**src/rtl/wb_arbiter_if.sv**
```systemverilog
// Write-back request/grant bundle between the execution channels and the
// register-file arbiter.
interface wb_arbiter_if;
  logic [3:0] req;
  logic [4:0] rd0;
  logic [4:0] rd1;
  logic [4:0] rd2;
  logic [4:0] rd3;
  logic       flush;
  logic [3:0] ack;
  logic [2:0] reg_src_sel;
  logic       reg_write;
  logic [4:0] reg_waddr;
  logic       busy;

  modport master (
    output req, rd0, rd1, rd2, rd3, flush,
    input  ack, reg_src_sel, reg_write, reg_waddr, busy
  );

  modport slave (
    input  req, rd0, rd1, rd2, rd3, flush,
    output ack, reg_src_sel, reg_write, reg_waddr, busy
  );
endinterface

```
**src/rtl/wb_arbiter.sv**
```systemverilog
// Four-channel round-robin write-back arbiter: one register-file write per
// cycle, back-to-back grants while other channels keep requesting.
module wb_arbiter #(
  parameter logic [2:0] SRC_0 = 3'd1,
  parameter logic [2:0] SRC_1 = 3'd2,
  parameter logic [2:0] SRC_2 = 3'd3,
  parameter logic [2:0] SRC_3 = 3'd4
) (
  input  logic        clk,
  input  logic        reset_n,
  wb_arbiter_if.slave bus
);

  localparam logic [0:0] ST_IDLE  = 1'b0;
  localparam logic [0:0] ST_GRANT = 1'b1;

  logic [0:0] r_state;
  logic [1:0] r_rr_ptr;
  logic [1:0] r_win;
  logic [4:0] r_rd;

  logic       w_in_grant;
  logic [1:0] w_base;
  logic [3:0] w_mask;
  logic [3:0] w_cand;
  logic [3:0] w_rot;
  logic [1:0] w_off;
  logic [1:0] w_win;
  logic       w_arb;
  logic [4:0] w_rd_sel;
  logic [2:0] w_src;

  assign w_in_grant = (r_state == ST_GRANT);

  // From GRANT the search starts just past the channel being acked, which is
  // where rr_ptr lands once this write retires; that channel is masked out.
  assign w_base = w_in_grant ? (r_win + 2'd1) : r_rr_ptr;
  assign w_mask = w_in_grant ? (4'b0001 << r_win) : 4'b0000;
  assign w_cand = bus.req & ~w_mask;

  genvar gi;
  generate
    for (gi = 0; gi < 4; gi++) begin : g_rot
      assign w_rot[gi] = w_cand[w_base + 2'(gi)];
    end
  endgenerate

  always_comb begin
    w_off = 2'd0;
    for (int k = 3; k >= 0; k--) begin
      if (w_rot[k]) w_off = 2'(k);
    end
  end

  assign w_win = w_base + w_off;
  assign w_arb = (|w_cand) && !bus.flush;

  always_comb begin
    w_rd_sel = bus.rd0;
    case (w_win)
      2'd0:    w_rd_sel = bus.rd0;
      2'd1:    w_rd_sel = bus.rd1;
      2'd2:    w_rd_sel = bus.rd2;
      default: w_rd_sel = bus.rd3;
    endcase
  end

  always_comb begin
    w_src = SRC_0;
    case (r_win)
      2'd0:    w_src = SRC_0;
      2'd1:    w_src = SRC_1;
      2'd2:    w_src = SRC_2;
      default: w_src = SRC_3;
    endcase
  end

  always_ff @(posedge clk or negedge reset_n) begin
    if (!reset_n) begin
      r_state  <= ST_IDLE;
      r_rr_ptr <= 2'd0;
      r_win    <= 2'd0;
      r_rd     <= 5'd0;
    end else begin
      // A flushed grant never retires, so the pointer stays put.
      if (w_in_grant && !bus.flush) begin
        r_rr_ptr <= r_win + 2'd1;
      end
      if (w_arb) begin
        r_state <= ST_GRANT;
        r_win   <= w_win;
        r_rd    <= w_rd_sel;
      end else begin
        r_state <= ST_IDLE;
      end
    end
  end

  assign bus.ack         = (w_in_grant && !bus.flush) ? (4'b0001 << r_win) : 4'b0000;
  assign bus.reg_write   = w_in_grant && !bus.flush && (r_rd != 5'd0);
  assign bus.reg_src_sel = w_in_grant ? w_src : 3'd0;
  assign bus.reg_waddr   = w_in_grant ? r_rd : 5'd0;
  assign bus.busy        = reset_n && (w_in_grant || (|bus.req));

endmodule

```
**src/flat_wrapper.sv**
```systemverilog
// flat-port wrapper written by rule: the top's interface ports become plain ports
module wb_arbiter_flat 
#(
  parameter logic [2:0] SRC_0 = 3'd1,
  parameter logic [2:0] SRC_1 = 3'd2,
  parameter logic [2:0] SRC_2 = 3'd3,
  parameter logic [2:0] SRC_3 = 3'd4
)
  (clk, reset_n, bus_req, bus_rd0, bus_rd1, bus_rd2, bus_rd3, bus_flush, bus_ack, bus_reg_src_sel, bus_reg_write, bus_reg_waddr, bus_busy);
  wb_arbiter_if bus_i ();
  input  logic clk;
  input  logic reset_n;
  input wire logic [$bits(bus_i.req)-1:0] bus_req;
  input wire logic [$bits(bus_i.rd0)-1:0] bus_rd0;
  input wire logic [$bits(bus_i.rd1)-1:0] bus_rd1;
  input wire logic [$bits(bus_i.rd2)-1:0] bus_rd2;
  input wire logic [$bits(bus_i.rd3)-1:0] bus_rd3;
  input wire logic [$bits(bus_i.flush)-1:0] bus_flush;
  output wire logic [$bits(bus_i.ack)-1:0] bus_ack;
  output wire logic [$bits(bus_i.reg_src_sel)-1:0] bus_reg_src_sel;
  output wire logic [$bits(bus_i.reg_write)-1:0] bus_reg_write;
  output wire logic [$bits(bus_i.reg_waddr)-1:0] bus_reg_waddr;
  output wire logic [$bits(bus_i.busy)-1:0] bus_busy;
  assign bus_i.req = bus_req;
  assign bus_i.rd0 = bus_rd0;
  assign bus_i.rd1 = bus_rd1;
  assign bus_i.rd2 = bus_rd2;
  assign bus_i.rd3 = bus_rd3;
  assign bus_i.flush = bus_flush;
  assign bus_ack = bus_i.ack;
  assign bus_reg_src_sel = bus_i.reg_src_sel;
  assign bus_reg_write = bus_i.reg_write;
  assign bus_reg_waddr = bus_i.reg_waddr;
  assign bus_busy = bus_i.busy;
  wb_arbiter #(.SRC_0(SRC_0), .SRC_1(SRC_1), .SRC_2(SRC_2), .SRC_3(SRC_3)) u_core (.clk(clk), .reset_n(reset_n), .bus(bus_i));
endmodule
```
**config.mk**
```make
export PLATFORM = sky130hd
export DESIGN_NAME = wb_arbiter_flat
export DESIGN_NICKNAME = d
export VERILOG_FILES = /design/src/rtl/wb_arbiter_if.sv /design/src/rtl/wb_arbiter.sv /design/src/flat_wrapper.sv
export SDC_FILE = /design/constraint.sdc
export NUM_CORES = 1
export LEC_CHECK = 0
export BUFFER_PORTS_ARGS = -buffer_cell sky130_fd_sc_hd__buf_2
export CAP_MARGIN = 20
export CORE_ASPECT_RATIO = 1.5
export CORE_MARGIN = 2
export CORE_UTILIZATION = 54
export DETAILED_ROUTE_END_ITERATION = 10
export GPL_ROUTABILITY_DRIVEN = 1
export MAX_ROUTING_LAYER = met4
export PLACE_DENSITY = 0.85
export SLEW_MARGIN = 0
export SYNTH_ARGS = -nofsm -noshare
export SYNTH_HDL_FRONTEND = slang
export SYNTH_SLANG_ARGS = --single-unit
```
**constraint.sdc**
```tcl
create_clock -name clk -period 7.27 [get_ports clk]
set_clock_uncertainty 0.1 [all_clocks]
set_input_delay 1.8175 -clock clk [delete_from_list [all_inputs] [get_ports clk]]
set_output_delay 1.8175 -clock clk [all_outputs]
set_load 0.005 [all_outputs]
```
# Yosys cells after proc, flatten, opt, wreduce, memory -nomap -nowiden
# Index checks and enable logic that the tools add are counted.
# word_totals
latch_bits	0
romBits	0
memories	0
in_bits	27
out_inout_bits	14
ram_bits	0
register_bits	10
elab_cells	51
# op_classes
mul	0
n_eq_ne	4
mux	20
div	0
shift	1
bitwise_logic	2
n_reduce_logical	11
addsub	5
order_cmp	4
# ops
op	n
one-hot mux 5 bit (3 select lines)	1
less-than comparator 2 x 3 -> 1 bit, second input constant	4
two-way mux 2 bit	5
one-hot mux 3 bit (3 select lines)	1
binary-select mux 1 bit (select 2 bit)	4
two-way mux 4 bit	2
OR reduction 4 bit	2
two-way mux 1 bit	5
two-way mux 5 bit	1
nonzero test 5 bit	1
adder 2 x 1 -> 2 bit, second input constant	2
adder 2 bit, second input constant	2
AND 4 bit	1
equality test 2 x 1 -> 1 bit, second input constant	2
equality test 2 bit, second input constant	2
logical AND 1 bit	4
zero test 2 bit	2
NOT 4 bit	1
<< shifter 1 x 2 -> 4 bit, first input constant	1
two-way mux 3 bit	1
adder 2 bit	1
zero test 1 bit	1
logical OR 1 bit	1

# Logic depth before layout (Yosys ltp)
# depth
ltp_word	13
mapped_depth	15
mapped_depth_nobuf	14

# Worst setup path after synthesis
# OpenSTA, ideal clock, no wires.
# synth_timing
path_kind	input -> output
start	in bus_req[1]
end	out bus_busy
required_time_ns	5.352
n_path_buf	0
arrival_time_ns	2.227
path_stages	2
setup_slack_ns	3.126
path_cell_list	nor4_1 -> a21boi_0
# synth_via
elab_chain_len	3
# synth_rtl
element	line	rtl
start, declared	flat_wrapper.sv:13	input wire logic [$bits(bus_i.req)-1:0] bus_req;
OR reduction 4 bit	wb_arbiter.sv:103	assign bus.busy = reset_n && (w_in_grant || (|bus.req));
logical OR 1 bit	wb_arbiter.sv:103	
logical AND 1 bit	wb_arbiter.sv:103	
end, declared	flat_wrapper.sv:23	output wire logic [$bits(bus_i.busy)-1:0] bus_busy;
# No other way between the ends.

# Worst setup path after layout
# Same ends and word-level chain as after synthesis.

==> results.md <==
- The share of total power dissipated in combinational logic is 74.3%.
- The die is 61.4 um tall.
- By count the netlist is led by 21 x nand2_1, 12 x and2_1, 10 x a22oi_1, 10 x dfrtp_1.
- The post-place instance area is 1390 sq um.
- The worst hold path terminates at u_core.r_rr_ptr[1]$_DFFE_PN0P_.
- In the global route stage, overall resource usage came out at 27.2%.
- The synthesized netlist contains 47 unique library cells.
- The length in cells of the worst reg-to-reg path is 13.
- The worst-case IR drop observed on VDD is 0.000233 V.
- The clock transition time at the flip-flop clock pins of the worst setup and hold paths is 0.06 ns.
- Of the available clock period, the critical path in the final layout requires 62.5%.
- The number of setup buffers added after CTS is 0.
- The total standard cell area after synthesis is 1190 sq um.
- The tree built by TritonCTS fans out to 10 sinks.
- In the routed design, unresolved DRC markers number 0.
- The post-synthesis cell count is 148.
- The worst path meets setup with 2.73 ns of slack.
- In the final routed layout, each cell accounts on average for 15.3 um.
- For this run, the detailed router's first-pass iteration total came to 4.
- The die covers 2600 sq um.
- The setup path with the least slack is of type in -> out.
- The kind of start point of the critical path is a primary input.
- The number of standard-cell rows in the floorplan is 20.
- The power share of the sequential group is 19.3%.
- In the synthesized netlist the dominant register cell turns out to be dfrtp_1.
- The layout cell share with drive strength beyond 1 is 31.0%.
- The number of nets in the synthesized netlist is 180.
- The via count of the first global-routing pass is 1259.
- The CTS tree is done.
- The final global-route overflow total is 0.
- The standby leakage power is 0.672 nW.
- For this run, the number of Yosys warnings is 0.
- The count of nets left with antenna violations once routing finished came out at 0.
- In this run the worst hold path is classified as reg -> reg.
- The setup TNS is 0 ns.
- The number of synthesized flops with an enable pin is 0.
- The cell-internal power is 0.000287 W.
- The startpoint identified for the worst register-to-register timing path is u_core.r_win[0]$_DFFE_PN0P_.
- The final-stage net count is 221.
- In this run, the number of DRC markers left after iteration 0 of detailed routing was 53.
- The number of top-level pins is 41.
- From synthesis to final layout, the design area changed by 19.3%.
- The number of diodes is 0.
- The number of gates resized after CTS was 0.
- The maximum number of buffers from clock root to sink is 2.
- The worst setup path is captured at an output pin.
- The dominant cell type by area after synthesis is dfrtp_1.
- The fill cell instance count of the final layout is 188.
- The count of final max-slew check failures was 0.
- After detailed routing, the number of vias per cell comes to 6.33.
- The synthesized design contains 10 register bits.
- The global placer's final weighted congestion is 0.883.
- The total wirelength of the detailed-routed design is 3.19 mm.
- The die is 42.3 um wide.
- The tree is rooted in a clkbuf_4.
- The worst hold path passes through 2 cells.
- The HPWL after detailed placement is 2.57 mm.
- The H-tree depth is 1.
- The total CTS buffers is 3.
- Setup repair after global routing left no endpoint under its margin.
- Headroom to the max-slew limit came out at 52.3%.
- The flow ran to the end, and the final reports show no timing, DRC or antenna violations.
- After synthesis, the cell types taking the most area are dfrtp_1 21%, nand2_1 6.6%, a22oi_1 6.3%.
- The number of maximum-capacitance constraint violations is 0.
- Entering global routing, the biggest net connects 24 pins.
- At the pin with the least slew margin, the transition time is 0.709 ns.
- The endpoint of the most critical register-to-register path is u_core.r_rd[1]$_DFFE_PN0P_.
- In this run switching power makes up 49.8% of total power.
- The part of the total power dissipated in the clock network is 6.4%.
- The number of antenna violations at the first check in global routing is 0.
- The setup slack after placement is 2.33 ns.
- The share of the yosys chip area belonging to registers is 21.1%.
- In this run, post-CTS hold repair placed 0 buffers.
- The number of setup violations in the final report is 0.
- The power density relative to cell area is 404 nW/um^2.
- The switching power is 0.000285 W.
- For this configuration, the core starts out at a cell density of 57.8%.
- The routed layout has 1323 vias.
- After routing the design area is 1420 sq um.
- After floorplanning, the core was sized to cover 2050 sq um.
- The total count of hold-check failures in the final report came to 0.
- The clock reaches the later pin of the worst-skew pair after 0.26 ns.
- The data arrival at the endpoint of the critical path is 2.63 ns.
- The area share of the largest cell type after synthesis is 21.1%.
- The critical path data required time is 5.35 ns.
- The reg2reg setup slack is 3.67 ns.
- The global-route wire length before repair is 5.29 mm.
- The clock period minus final worst setup slack is 4.54 ns.
- Yosys instantiated no cell more often than nand2_1.
- The highest clock frequency the design can meet is 220 MHz.
- The post-synthesis async set-or-reset flop share is 100%.
- In this run the worst path has a maximum fanout of 5.
- The startpoint identified for the worst hold timing path is u_core.r_rr_ptr[1]$_DFFE_PN0P_.
- Input and output buffers added on the ports amount to 40.
- In this run the mean area of a mapped cell was 8.01 sq um.
[worst max path at each step]
stage,from,endpoint,depth (start not counted)
floorplan,bus_req[1],bus_busy,2
global placement,bus_req[1],u_core.r_rd[3]$_DFFE_PN0P_,12
detailed placement,bus_req[1],u_core.r_rd[3]$_DFFE_PN0P_,12
CTS,bus_req[1],u_core.r_rd[3]$_DFFE_PN0P_,13
global route,bus_req[1],u_core.r_rd[4]$_DFFE_PN0P_,12
finish,bus_req[1],bus_busy,4
[layer usage]
layer	up-vias	routed length, um	share of wire [%]	global-route usage (%)
met5	-	0	0	-
li1	639	-	-	-
met2	55	1690	53	53.2
met1	616	1250	39	26.5
met4	0	97	3.0	12.9
met3	13	155	4.9	2.93
[placed cells by master, fill, tap and decap left out, drive strengths merged, types with 3 or more instances in the layout]
master / count
nor3: 6
a21oi: 4
inv: 6
dfrtp: 10
o21ai: 7
a21bo: 3
clkbuf: 4
nor4: 3
a22oi: 10
nor2: 6
mux2: 5
buf: 40
nor2b: 5
nand2: 22
a21boi: 5
a211oi: 3
ha: 5
and2: 12
o211ai: 5
[critical path, cell delays in order]
cell	delay, ns
buf_2	0.12
nor4_1	0.38
a21boi_0	0.16
buf_2	0.15
[power groups by stage]
stage / Clock (W) / Sequential, W / Combinational (W)
global placement: 0 / 0.000110 / 0.000403
detailed placement: 0 / 0.000110 / 0.000418
global route: 0.0000398 / 0.000114 / 0.000471
floorplan: 0 / 0.0000995 / 0.000333
finish: 0.0000368 / 0.000110 / 0.000425
CTS: 0.0000373 / 0.000109 / 0.000420
[logic make-up (layout without fill, tap and decap cells)]
| family | count (synthesis) | after routing | share of synthesized area (%) |
|---|---|---|---|
| buffers and inverters | 11 | 50 | 4.11 |
| AOI/OAI and AO/OA | 51 | 51 | 33.4 |
| and+or+nand+nor | 62 | 62 | 27.5 |
| xor gates and xnor gates | 2 | 2 | 1.48 |
| muxes | 7 | 7 | 7.07 |
| adders and majority gates | 5 | 5 | 5.27 |
| DFF | 10 | 10 | 21.1 |
[per-stage QoR]
stage,std cells,util (%),power [W],hold WS [ns]
floorplan,148,-,0.000432,0.374
global placement,205,67.6,0.000513,0.399
detailed placement,205,67.6,0.000528,0.408
CTS,208,68.7,0.000566,0.423
global route,209,69.0,0.000625,0.477
finish,209,69.0,0.000572,0.420
[final cells by class]
class	count	area (sq um)	share of cell area [%]
timing repair buffer	41	205	14.5
multi-input combinational	127	887	62.7
sequential	10	250	17.7
clock buffer	3	22.5	1.59
inverter	6	22.5	1.59
tap	22	27.5	1.95
[sequential cells by signal, indices dropped and copies added, names as in the netlist]
name	count
u_core.r_state	1
u_core.r_win	2
u_core.r_rr_ptr	2
u_core.r_rd	5
No activity file was read; power rests on OpenSTA's default activity.
